## src/rtl/latch_load_ctrl.sv

```systemverilog
// rtl/latch_load_ctrl.sv - flop-driven setup/enable-pulse/hold sequencer feeding a transparent latch bank
//
// Each word accepted over in_valid/in_ready is placed on d, held stable for
// SETUP_CYC cycles, then enable is pulsed high for PULSE_CYC cycles, then d is
// held for HOLD_CYC further cycles before the next word may be accepted.
//
// Ports:
//   clk         single clock, rising edge
//   rst_n       synchronous active-low reset
//   in_valid    upstream word valid
//   in_data     upstream word
//   in_ready    word can be accepted this cycle (IDLE and not in reset)
//   d           registered data bus to latch d inputs
//   enable      registered latch enable
//   busy        controller is not IDLE
//   done        one-cycle pulse in the final HOLD cycle
//   load_count  completed enable pulses, wraps at 16 bits
module latch_load_ctrl #(
  parameter int WIDTH     = 8,
  parameter int SETUP_CYC = 1,
  parameter int PULSE_CYC = 2,
  parameter int HOLD_CYC  = 1
) (
  input  logic             clk,
  input  logic             rst_n,
  input  logic             in_valid,
  input  logic [WIDTH-1:0] in_data,
  output logic             in_ready,
  output logic [WIDTH-1:0] d,
  output logic             enable,
  output logic             busy,
  output logic             done,
  output logic [15:0]      load_count
);

  if (SETUP_CYC < 1 || SETUP_CYC > 15) begin : g_bad_setup
    $error("latch_load_ctrl: SETUP_CYC must be in 1..15");
  end
  if (PULSE_CYC < 1 || PULSE_CYC > 15) begin : g_bad_pulse
    $error("latch_load_ctrl: PULSE_CYC must be in 1..15");
  end
  if (HOLD_CYC < 1 || HOLD_CYC > 15) begin : g_bad_hold
    $error("latch_load_ctrl: HOLD_CYC must be in 1..15");
  end

  // Counter reload values: a phase of N cycles counts N-1 down to 0.
  localparam logic [3:0] SETUP_LD = 4'(SETUP_CYC - 1);
  localparam logic [3:0] PULSE_LD = 4'(PULSE_CYC - 1);
  localparam logic [3:0] HOLD_LD  = 4'(HOLD_CYC - 1);

  typedef enum logic [1:0] {
    S_IDLE,
    S_SETUP,
    S_OPEN,
    S_HOLD
  } state_e;

  state_e           state_q, state_d;
  logic [3:0]       cnt_q, cnt_d;
  logic [WIDTH-1:0] d_q, d_d;
  logic             enable_q, enable_d;
  logic [15:0]      load_count_q, load_count_d;

  always_ff @(posedge clk) begin
    if (!rst_n) begin
      state_q      <= S_IDLE;
      cnt_q        <= 4'd0;
      d_q          <= '0;
      enable_q     <= 1'b0;
      load_count_q <= 16'd0;
    end else begin
      state_q      <= state_d;
      cnt_q        <= cnt_d;
      d_q          <= d_d;
      enable_q     <= enable_d;
      load_count_q <= load_count_d;
    end
  end

  always_comb begin
    state_d      = state_q;
    cnt_d        = cnt_q;
    d_d          = d_q;
    enable_d     = enable_q;
    load_count_d = load_count_q;
    case (state_q)
      S_IDLE: begin
        // d is only ever loaded here, so it cannot move under an open latch.
        if (in_valid) begin
          d_d     = in_data;
          cnt_d   = SETUP_LD;
          state_d = S_SETUP;
        end
      end
      S_SETUP: begin
        if (cnt_q == 4'd0) begin
          cnt_d    = PULSE_LD;
          enable_d = 1'b1;
          state_d  = S_OPEN;
        end else begin
          cnt_d = cnt_q - 4'd1;
        end
      end
      S_OPEN: begin
        if (cnt_q == 4'd0) begin
          enable_d     = 1'b0;
          load_count_d = load_count_q + 16'd1;
          cnt_d        = HOLD_LD;
          state_d      = S_HOLD;
        end else begin
          cnt_d = cnt_q - 4'd1;
        end
      end
      S_HOLD: begin
        if (cnt_q == 4'd0) begin
          state_d = S_IDLE;
        end else begin
          cnt_d = cnt_q - 4'd1;
        end
      end
      default: begin
        state_d  = S_IDLE;
        enable_d = 1'b0;
      end
    endcase
  end

  // in_ready is gated by rst_n so nothing is offered as accepted during reset.
  assign in_ready   = (state_q == S_IDLE) & rst_n;
  assign busy       = (state_q != S_IDLE);
  assign done       = (state_q == S_HOLD) && (cnt_q == 4'd0);
  assign d          = d_q;
  assign enable     = enable_q;
  assign load_count = load_count_q;

endmodule

```

## config.mk

```make
export PLATFORM = sky130hd
export DESIGN_NAME = latch_load_ctrl
export DESIGN_NICKNAME = d
export VERILOG_FILES = /design/src/rtl/latch_load_ctrl.sv
export SDC_FILE = /design/constraint.sdc
export NUM_CORES = 1
export LEC_CHECK = 0
export CELL_PAD_IN_SITES_DETAIL_PLACEMENT = 1
export CELL_PAD_IN_SITES_GLOBAL_PLACEMENT = 2
export CORE_MARGIN = 2
export CORE_UTILIZATION = 28
export DETAILED_ROUTE_END_ITERATION = 6
export GPL_TIMING_DRIVEN = 0
export PLACE_DENSITY_LB_ADDON = 0.1
export REMOVE_ABC_BUFFERS = 1
export SYNTH_ARGS = -nofsm -noshare
export SYNTH_HDL_FRONTEND = slang
export SYNTH_SLANG_ARGS = --single-unit
export TNS_END_PERCENT = 5
```

## constraint.sdc

```tcl
create_clock -name clk -period 2.4 [get_ports clk]
set_input_delay 0.48 -clock clk [delete_from_list [all_inputs] [get_ports clk]]
set_output_delay 0.48 -clock clk [all_outputs]
set_load 0.05 [all_outputs]
```

# Word level (Yosys, flattened, before mapping)
# Cells that the tools add are included.
# word_totals
in_bits	11
ff_bits	31
# op_classes
mux	13
bitwise	1
n_reduce_logical	10
add_sub_neg	2
eq_ne	8
# ops
op	n
adder 16 x 1 -> 16 bit (second input constant)	1
2-to-1 mux 4 bit	4
one-hot mux 4 bit (4 select lines)	1
inequality test 2 bit (second input constant)	5
2-to-1 mux 2 bit	4
one-hot mux 2 bit (4 select lines)	1
AND reduction 2 bit	3
== test 2 bit (second input constant)	2
logical NOT 4 bit	1
AND reduction 4 bit	1
nonzero test 2 bit	2
subtractor 4 x 1 -> 4 bit (second input constant)	1
AND reduction 3 bit	1
== test 2 x 1 -> 1 bit (second input constant)	1
logical NOT 2 bit	1
2-to-1 mux 1 bit	2
one-hot mux 1 bit (2 select lines)	1
AND 1 bit	1
logical AND 1 bit	1

# Longest topological paths before layout
# Gate-level depths: netlist (run 1).
# logic_depth
word_depth	3
ltp_mapped	7
mapped_depth_nobuf	6

# Worst setup path after synthesis (run 1)
# No wires, ideal clock.
# synth_timing
path_kind	flip-flop to output port
start	register state_q[0]
end	output in_ready
t_arrival_ns	1.878
stages_incl_launch_ff	6
n_path_buf	1
slack_ns	0.042
path_cell_list	dfxtp_1 > inv_1 > ha_1 > clkbuf_1 > inv_1 > nor2_1
# synth_via
elab_chain_len	2
# synth_rtl
element	line_no	text
from (decl)	58	state_e state_q, state_d;
from (signal assigned)	72	state_q <= state_d;
logical NOT 2 bit	129	assign in_ready = (state_q == S_IDLE) & rst_n;
AND 1 bit	129	
to (decl)	28	output logic in_ready,
# No other way between the ends.

# Final worst setup path (run 1)
# layout_timing
start	input rst_n
end	output in_ready
# layout_via
elab_chain_len	1
# layout_rtl
element	line_no	text
from (decl)	25	input logic rst_n,
AND 1 bit	129	
# No other way between the ends.

==> results.py, run 1 <==
metrics = {
    "routing": {
        "post_drt_via_cell_ratio": 4.90,
        "detailedRoute.firstPassIterationCount": 4,
        "route.antenna.remaining_nets": 0,
        "post_drt_wl_per_cell_um": 14.4,
        "vias": 1372,
        "drc_errors": 0,
        "drtIter0Drc": 61,
        "totalWireLength_mm": 4.04,
    },
    "die": {
        "starting_density_of_the_core_pct": 29.0,
        "floorplan.rows": 26,
        "coreArea_sq_um": 5110,
        "ios": 39,
        "fp.dieH_um": 76.8,
        "fp.dieArea_sq_um": 5890,
        "die_x_um": 76.8,
    },
    "logic_synthesis": {
        "synth.yosys.seq_area_share_pct": 41.9,
        "yosys.cell_types.count": 37,
        "synth-edff-count": 0,
        "async_flop_share_pct": 0,
        "avgSynthCellArea_sq_um": 8.72,
        "yosys_register_bits": 31,
        "synthesis.yosys.warnings": 0,
        "netlist_instances": 170,
        "dominantRegCellSynth": "sky130_fd_sc_hd__dfxtp_1",
        "synthesis.area_sq_um": 1480,
    },
    "sta": {
        "relSlewSlack_pct": 65.9,
        "clock.fmax_mhz": 451,
        "grt_setup_unrepaired": "no",
        "finalSetupViolCount": 0,
        "final.min_clock_period_ps": 2220,
        "totalNegativeSetupSlack_ps": 0,
        "timing.final.hold_violations": 0,
        "clock_skew_ps": 7.38,
        "tightestPinTransition_ps": 510,
        "post-route-period-util_pct": 92.4,
        "final-max-slew-violation-count": 0,
    },
    "layout": {
        "count_of_inserted_antenna_diode_cells": 0,
        "layout_common_cells": "sky130_fd_sc_hd__clkdlybuf4s50_1 (34), sky130_fd_sc_hd__dfxtp_1 (31), sky130_fd_sc_hd__nand3_1 (16), sky130_fd_sc_hd__nand2_1 (16), sky130_fd_sc_hd__a21oi_1 (16)",
        "post_route_cells_drive_above_1_share_pct": 8.10,
        "synthToLayoutAreaGrowth_pct": 36.1,
        "fin_nets": 229,
        "layout_commonest_cell": "sky130_fd_sc_hd__clkdlybuf4s50_1",
    },
    "critical_path": {
        "crit_path_max_delay_cell_type": "sky130_fd_sc_hd__dlygate4sd2_1",
        "startpoint_type": "primary input",
        "timing_worst_setup_path_type": "primary input to output pin",
        "arrival_ps": 1740,
        "worstPathMaxFanout": 27,
        "wp_buf_inv": 3,
        "required_time_of_the_critical_path_ps": 1920,
        "timing.critical_path.cells": "dlygate4sd2_1 -> clkinv_4 -> nor2_1 -> clkdlybuf4s15_2",
        "timing.critical_path.max_delay_family": "buffers and inverters",
        "end_kind": "output pin",
        "critPathMaxStageDelay_ps": 430,
    },
    "clock_network": {
        "clk_path_buf_depth": 2,
        "number_of_sinks_on_the_clock_net": 31,
        "cts-htree-levels": 2,
        "clkLatencyLatePin_ps": 280,
        "cts_hold_buffers": 0,
        "clk_pin_slew_worst_paths_ps": 60,
        "cts_inserted_buffers": 5,
        "clockRootBuffer": "sky130_fd_sc_hd__clkbuf_8",
        "tritoncts": "done",
    },
    "global_routing": {
        "grt_pass1_wl_mm": 6.93,
        "globalRoute.totalOverflow": 0,
        "maximum_number_of_pins_on_one_net_before_global_route_repair": 28,
        "first_global_vias": 1409,
        "grt_total_usage_pct": 14.6,
        "grt_antenna_before_repair": 0,
    },
    "power": {
        "leakage_nw": 0.715,
        "powerDensity_nw_per_um2": 857,
        "power_mw": 1.73,
        "vdd_ir_drop_max_uv": 248,
    },
    "place": {
        "gp_routability_congestion": 0.788,
        "dp.final_hpwl_mm": 2.80,
        "placement.io_buffers": 38,
    },
    "status": {
        "outcome": "finished clean",
    },
    "worst_hold_path": {
        "worstHoldPathType": "register to register",
    },
    "run": {
        "timing.max_cap.violations": 0,
    },
}
## Yosys cell counts (3+ instances only)
cell type,instances,area (sq um)
sky130_fd_sc_hd__inv_1,6,22.5
sky130_fd_sc_hd__and2_1,3,18.8
sky130_fd_sc_hd__o21ai_0,8,40.0
sky130_fd_sc_hd__dfxtp_1,31,621
sky130_fd_sc_hd__o31ai_1,3,22.5
sky130_fd_sc_hd__xor2_1,7,61.3
sky130_fd_sc_hd__nor2_1,14,52.6
sky130_fd_sc_hd__or3_1,6,37.5
sky130_fd_sc_hd__a21oi_1,16,80.1
sky130_fd_sc_hd__clkbuf_1,4,15.0
sky130_fd_sc_hd__nor3_1,3,15.0
sky130_fd_sc_hd__ha_1,7,87.6
sky130_fd_sc_hd__nand2_1,16,60.1
sky130_fd_sc_hd__nand4_1,4,25.0
sky130_fd_sc_hd__nand3_1,16,80.1
## final timing paths
kind,from,cells past startpoint,slack [ps],endpoint
worst min-delay path,d[1]$_SDFFE_PN0P_,2,450,d[1]$_SDFFE_PN0P_
worst min register to register,d[1]$_SDFFE_PN0P_,2,450,d[1]$_SDFFE_PN0P_
worst max-delay path,rst_n,4,180,in_ready
worst max register to register,state_q[0]$_SDFFE_PN0P_,6,320,load_count[15]$_SDFFE_PN0P_
## flip-flops by register name, indices dropped and copies added (netlist names)
name / cells
state_q: 2
cnt_q: 4
load_count: 16
enable: 1
d: 8
## metrics by stage
stage                     setup WS (ps)  utilization (%)  hold WS, ps  cell area [sq um]  instances
after floorplan                     158                -          451               1450        164
after global routing                102             39.5          488               2020        280
final                               181             39.5          455               2020        280
after detailed placement          -1110             37.5          456               1920        272
after CTS                          66.5             39.2          465               2000        278
after global placement            -1060             37.5          443               1920        272
## worst min-delay path, delay by kind of cell, from the launching register on
family	cells	cell delay [ps]
AOI/OAI and AO/OA	1	50
and+or+nand+nor	1	50
DFF	1	310
## per-layer routing
layer  GRT usage [%]  routed length (um)  part of all wire [%]  up-vias
li1                -                   -                     -      682
met1            17.9                1890                    47      651
met2            24.5                1930                    48       32
met3            4.00                 169                   4.2        7
met4            5.09                  51                   1.3        0
met5               0                   0                     0        -
## logic make-up (layout without fill, tap and decap cells)
| family | Yosys count | after routing | share of synthesized area, % |
|---|---|---|---|
| xor+xnor | 8 | 8 | 4.73 |
| simple gates | 76 | 76 | 28.9 |
| buf+inv | 13 | 53 | 4.05 |
| mux | 2 | 2 | 1.35 |
| compound gates | 33 | 33 | 13.2 |
| flops | 31 | 31 | 41.9 |
| fa+ha+maj | 7 | 7 | 5.91 |
## layout make-up
cell class              count  area [sq um]
well taps                  70          87.6
repair buffers             40           395
flip-flops and latches     31           621
fillers                   619          3090
clock buffers               6          72.6
multi-input cells         126           811
inverters                   7          31.3
## report_power, final
part           switching [mW]  internal (mW)
Clock                   0.185          0.193
Combinational           0.476          0.257
Sequential             0.0430          0.576
## repair_timing
item,in CTS,in global routing
pin swaps,0,0
buffers inserted,0,2
setup endpoints to repair,4,3
resized for setup,11,1
Note: power is estimated with default switching activity, not from simulation.
==> run 2: changes to the inputs <==
- ABC_CLOCK_PERIOD_IN_PS: not set -> 2400
==> results of run 2 <==
Same layout as run 1: the final DEF is identical, and so are final timing and power.
==> run 3: changes to the inputs <==
- ABC_AREA: not set -> 1
- CORE_MARGIN: 2 -> not set
- CORE_UTILIZATION: 28 -> 26
==> results.py, run 3 <==
metrics = {
    "layout": {
        "layout_common_cells": "sky130_fd_sc_hd__nand2_1 (48), sky130_fd_sc_hd__inv_1 (41), sky130_fd_sc_hd__nor2_1 (38)",
        "count_of_inserted_antenna_diode_cells": 0,
        "post-route-cell-area_sq_um": 2190,
        "fin_nets": 298,
        "synthToLayoutAreaGrowth_pct": 33.6,
        "post_route_cells_drive_above_1_share_pct": 8.54,
        "layout_commonest_cell": "sky130_fd_sc_hd__nand2_1",
        "multi_input_comb_area_sq_um": 841,
        "area.sequential_sq_um": 621,
        "nFillCells": 765,
        "largest_reg_flops": 16,
    },
    "critical_path": {
        "worstPathMaxFanout": 7,
        "required_time_of_the_critical_path_ps": 1920,
        "setup.worst_path.start": "cnt_q[0]$_SDFFE_PN0P_",
        "startpoint_type": "register",
        "timing_worst_setup_path_type": "register to output pin",
        "arrival_ps": 1670,
        "ff2ff_setup_slack_ps": 820,
        "r2r-end": "load_count[6]$_SDFFE_PN0P_",
        "reg2reg_depth": 7,
        "timing.critical_path.to": "done",
        "reg2reg_from": "cnt_q[0]$_SDFFE_PN0P_",
        "end_kind": "output pin",
    },
    "sta": {
        "clock_skew_ps": 7.03,
        "post-route-period-util_pct": 89.5,
        "finalSetupViolCount": 0,
        "grt_setup_unrepaired": "no",
        "final.min_clock_period_ps": 2150,
        "timing.final.hold_violations": 0,
        "tightestPinTransition_ps": 514,
        "totalNegativeSetupSlack_ps": 0,
        "final-max-slew-violation-count": 0,
        "clock.fmax_mhz": 465,
        "relSlewSlack_pct": 65.7,
    },
    "clock_network": {
        "clockRootBuffer": "sky130_fd_sc_hd__clkbuf_8",
        "clk_pin_slew_worst_paths_ps": 70,
        "tritoncts": "done",
        "number_of_sinks_on_the_clock_net": 31,
        "postCtsSetupRepairBufs": 0,
        "clk_path_buf_depth": 2,
        "cts-htree-levels": 2,
        "cts_inserted_buffers": 5,
        "clkLatencyLatePin_ps": 280,
    },
    "global_routing": {
        "first_global_vias": 1517,
        "grt_pass1_wl_mm": 6.90,
        "grt_total_usage_pct": 13.7,
        "globalRoute.totalOverflow": 0,
        "maximum_number_of_pins_on_one_net_before_global_route_repair": 27,
        "grt_antenna_before_repair": 0,
    },
    "worst_hold_path": {
        "worstHoldPathType": "register to register",
    },
    "status": {
        "outcome": "finished clean",
    },
    "die": {
        "ios": 39,
        "fp.dieArea_sq_um": 6640,
        "die_x_um": 81.5,
        "starting_density_of_the_core_pct": 27.4,
        "coreArea_sq_um": 5990,
        "floorplan.rows": 28,
        "fp.dieH_um": 81.5,
    },
    "logic_synthesis": {
        "synth.most_common_cell": "sky130_fd_sc_hd__nand2_1",
        "yosys_register_bits": 31,
        "yosys.cell_types.count": 25,
        "async_flop_share_pct": 0,
        "synth_top_cell_by_area": "sky130_fd_sc_hd__dfxtp_1",
        "synthesis.yosys.warnings": 0,
        "dominantRegCellSynth": "sky130_fd_sc_hd__dfxtp_1",
        "synth-edff-count": 0,
        "synth_top_area_share_pct": 37.8,
        "synthesis.area_sq_um": 1640,
        "synth_area_leaders": "sky130_fd_sc_hd__dfxtp_1 (38%), sky130_fd_sc_hd__nand2_1 (11%), sky130_fd_sc_hd__inv_1 (9.4%)",
        "avgSynthCellArea_sq_um": 6.90,
        "synth.yosys.seq_area_share_pct": 37.8,
        "netlist_instances": 238,
        "ys_top_cells_by_count": "sky130_fd_sc_hd__nand2_1 (48), sky130_fd_sc_hd__inv_1 (41), sky130_fd_sc_hd__nor2_1 (38), sky130_fd_sc_hd__dfxtp_1 (31), sky130_fd_sc_hd__o21ai_0 (18)",
    },
    "routing": {
        "drtIter0Drc": 51,
        "route.antenna.remaining_nets": 0,
        "drc_errors": 0,
        "totalWireLength_mm": 3.98,
        "detailedRoute.firstPassIterationCount": 4,
        "post_drt_via_cell_ratio": 4.36,
        "vias": 1552,
        "post_drt_wl_per_cell_um": 11.2,
    },
    "run": {
        "timing.max_cap.violations": 0,
    },
    "place": {
        "placement.io_buffers": 38,
        "gp_routability_congestion": 0.700,
        "dp.final_hpwl_mm": 2.95,
        "placed_area_sq_um": 2100,
    },
    "power": {
        "leakage_nw": 0.965,
        "vdd_ir_drop_max_uv": 486,
        "powerDensity_nw_per_um2": 962,
    },
}
==> run 3: cell types whose count changed after synthesis, moves of 3 or more <==
cell / previous run / this run
sky130_fd_sc_hd__a21oi_1: 16 / 10
sky130_fd_sc_hd__nand2_2: 0 / 5
sky130_fd_sc_hd__nor2_4: 0 / 3
sky130_fd_sc_hd__clkbuf_1: 4 / 1
sky130_fd_sc_hd__o21ai_0: 8 / 18
sky130_fd_sc_hd__inv_1: 6 / 41
sky130_fd_sc_hd__nand3_1: 16 / 11
sky130_fd_sc_hd__xor2_1: 7 / 0
sky130_fd_sc_hd__or3_1: 6 / 0
sky130_fd_sc_hd__o31ai_1: 3 / 0
sky130_fd_sc_hd__nand2_1: 16 / 48
sky130_fd_sc_hd__and2_1: 3 / 0
sky130_fd_sc_hd__nor2_1: 14 / 38
==> run 3: layout make-up <==
cell class              instances  area share (%)
multi-input cells             161            38.3
flip-flops and latches         31            28.3
repair buffers                 38            17.2
inverters                      43            7.36
clock buffers                   8            4.56
well taps                      75            4.28
==> run 3: kinds of logic (layout without fill, tap and decap cells) <==
logic type / count (synthesis) / in the layout / share of synthesized area (%)
and+or+nand+nor: 123 / 123 / 35.9
buffers and inverters: 46 / 89 / 11.0
DFF: 31 / 31 / 37.8
AOI/OAI and AO/OA: 29 / 29 / 8.92
adders and majority gates: 7 / 7 / 5.34
xor gates and xnor gates: 2 / 2 / 1.07
==> run 3: what timing repair did <==
action,4_1_cts,5_1_grt
gates resized for setup,7,2
endpoints found under the hold margin,0,0
hold buffers,0,0
endpoints found under the setup margin,2,2
cloned,0,0
==> run 3: worst max-delay path, cell delays in order, from the launching register on <==
cell                       delay (ps)
sky130_fd_sc_hd__dfxtp_1          330
sky130_fd_sc_hd__inv_1             90
sky130_fd_sc_hd__ha_1             290
sky130_fd_sc_hd__nand2_2          130
sky130_fd_sc_hd__inv_2             80
sky130_fd_sc_hd__nand2_2          120
sky130_fd_sc_hd__inv_1             80
sky130_fd_sc_hd__clkbuf_2         270
==> run 3: worst min path at each step <==
stage | startpoint | end | slack, ps | cells after the start
2_1_floorplan | cnt_q[1]$_SDFFE_PN0P_ | cnt_q[1]$_SDFFE_PN0P_ | 500 | 4
3_3_place_gp | d[0]$_SDFFE_PN0P_ | d[0]$_SDFFE_PN0P_ | 460 | 2
3_5_place_dp | d[3]$_SDFFE_PN0P_ | d[3]$_SDFFE_PN0P_ | 480 | 2
4_1_cts | load_count[8]$_SDFFE_PN0P_ | load_count[8]$_SDFFE_PN0P_ | 490 | 2
5_1_grt | d[3]$_SDFFE_PN0P_ | d[3]$_SDFFE_PN0P_ | 510 | 2
6_report | load_count[8]$_SDFFE_PN0P_ | load_count[8]$_SDFFE_PN0P_ | 490 | 2
==> run 3: power breakdown <==
part | internal, mW | leakage [nW] | total (mW) | switching [mW]
clock network | 0.262 | 0.0515 | 0.460 | 0.199
registers | 0.605 | 0.253 | 0.671 | 0.0657
logic | 0.321 | 0.661 | 0.979 | 0.659
==> run 3: through the flow <==
stage                     setup slack [ps]  power (mW)  utilization [%]  hold WS, ps  cells
after floorplan                        717        1.40                -          505    235
after global placement                -692        1.67             35.0          463    348
after detailed placement              -661        1.68             35.0          476    348
after CTS                             14.3        2.16             36.7          490    356
after global routing                   125        2.29             36.6          511    356
final                                  251        2.11             36.6          486    356
==> run 3: layer usage <==
metal	track usage [%]	routed length (um)
met1	16.6	1910
met2	23.0	1890
met3	3.78	145
met4	4.82	33
met5	0	0
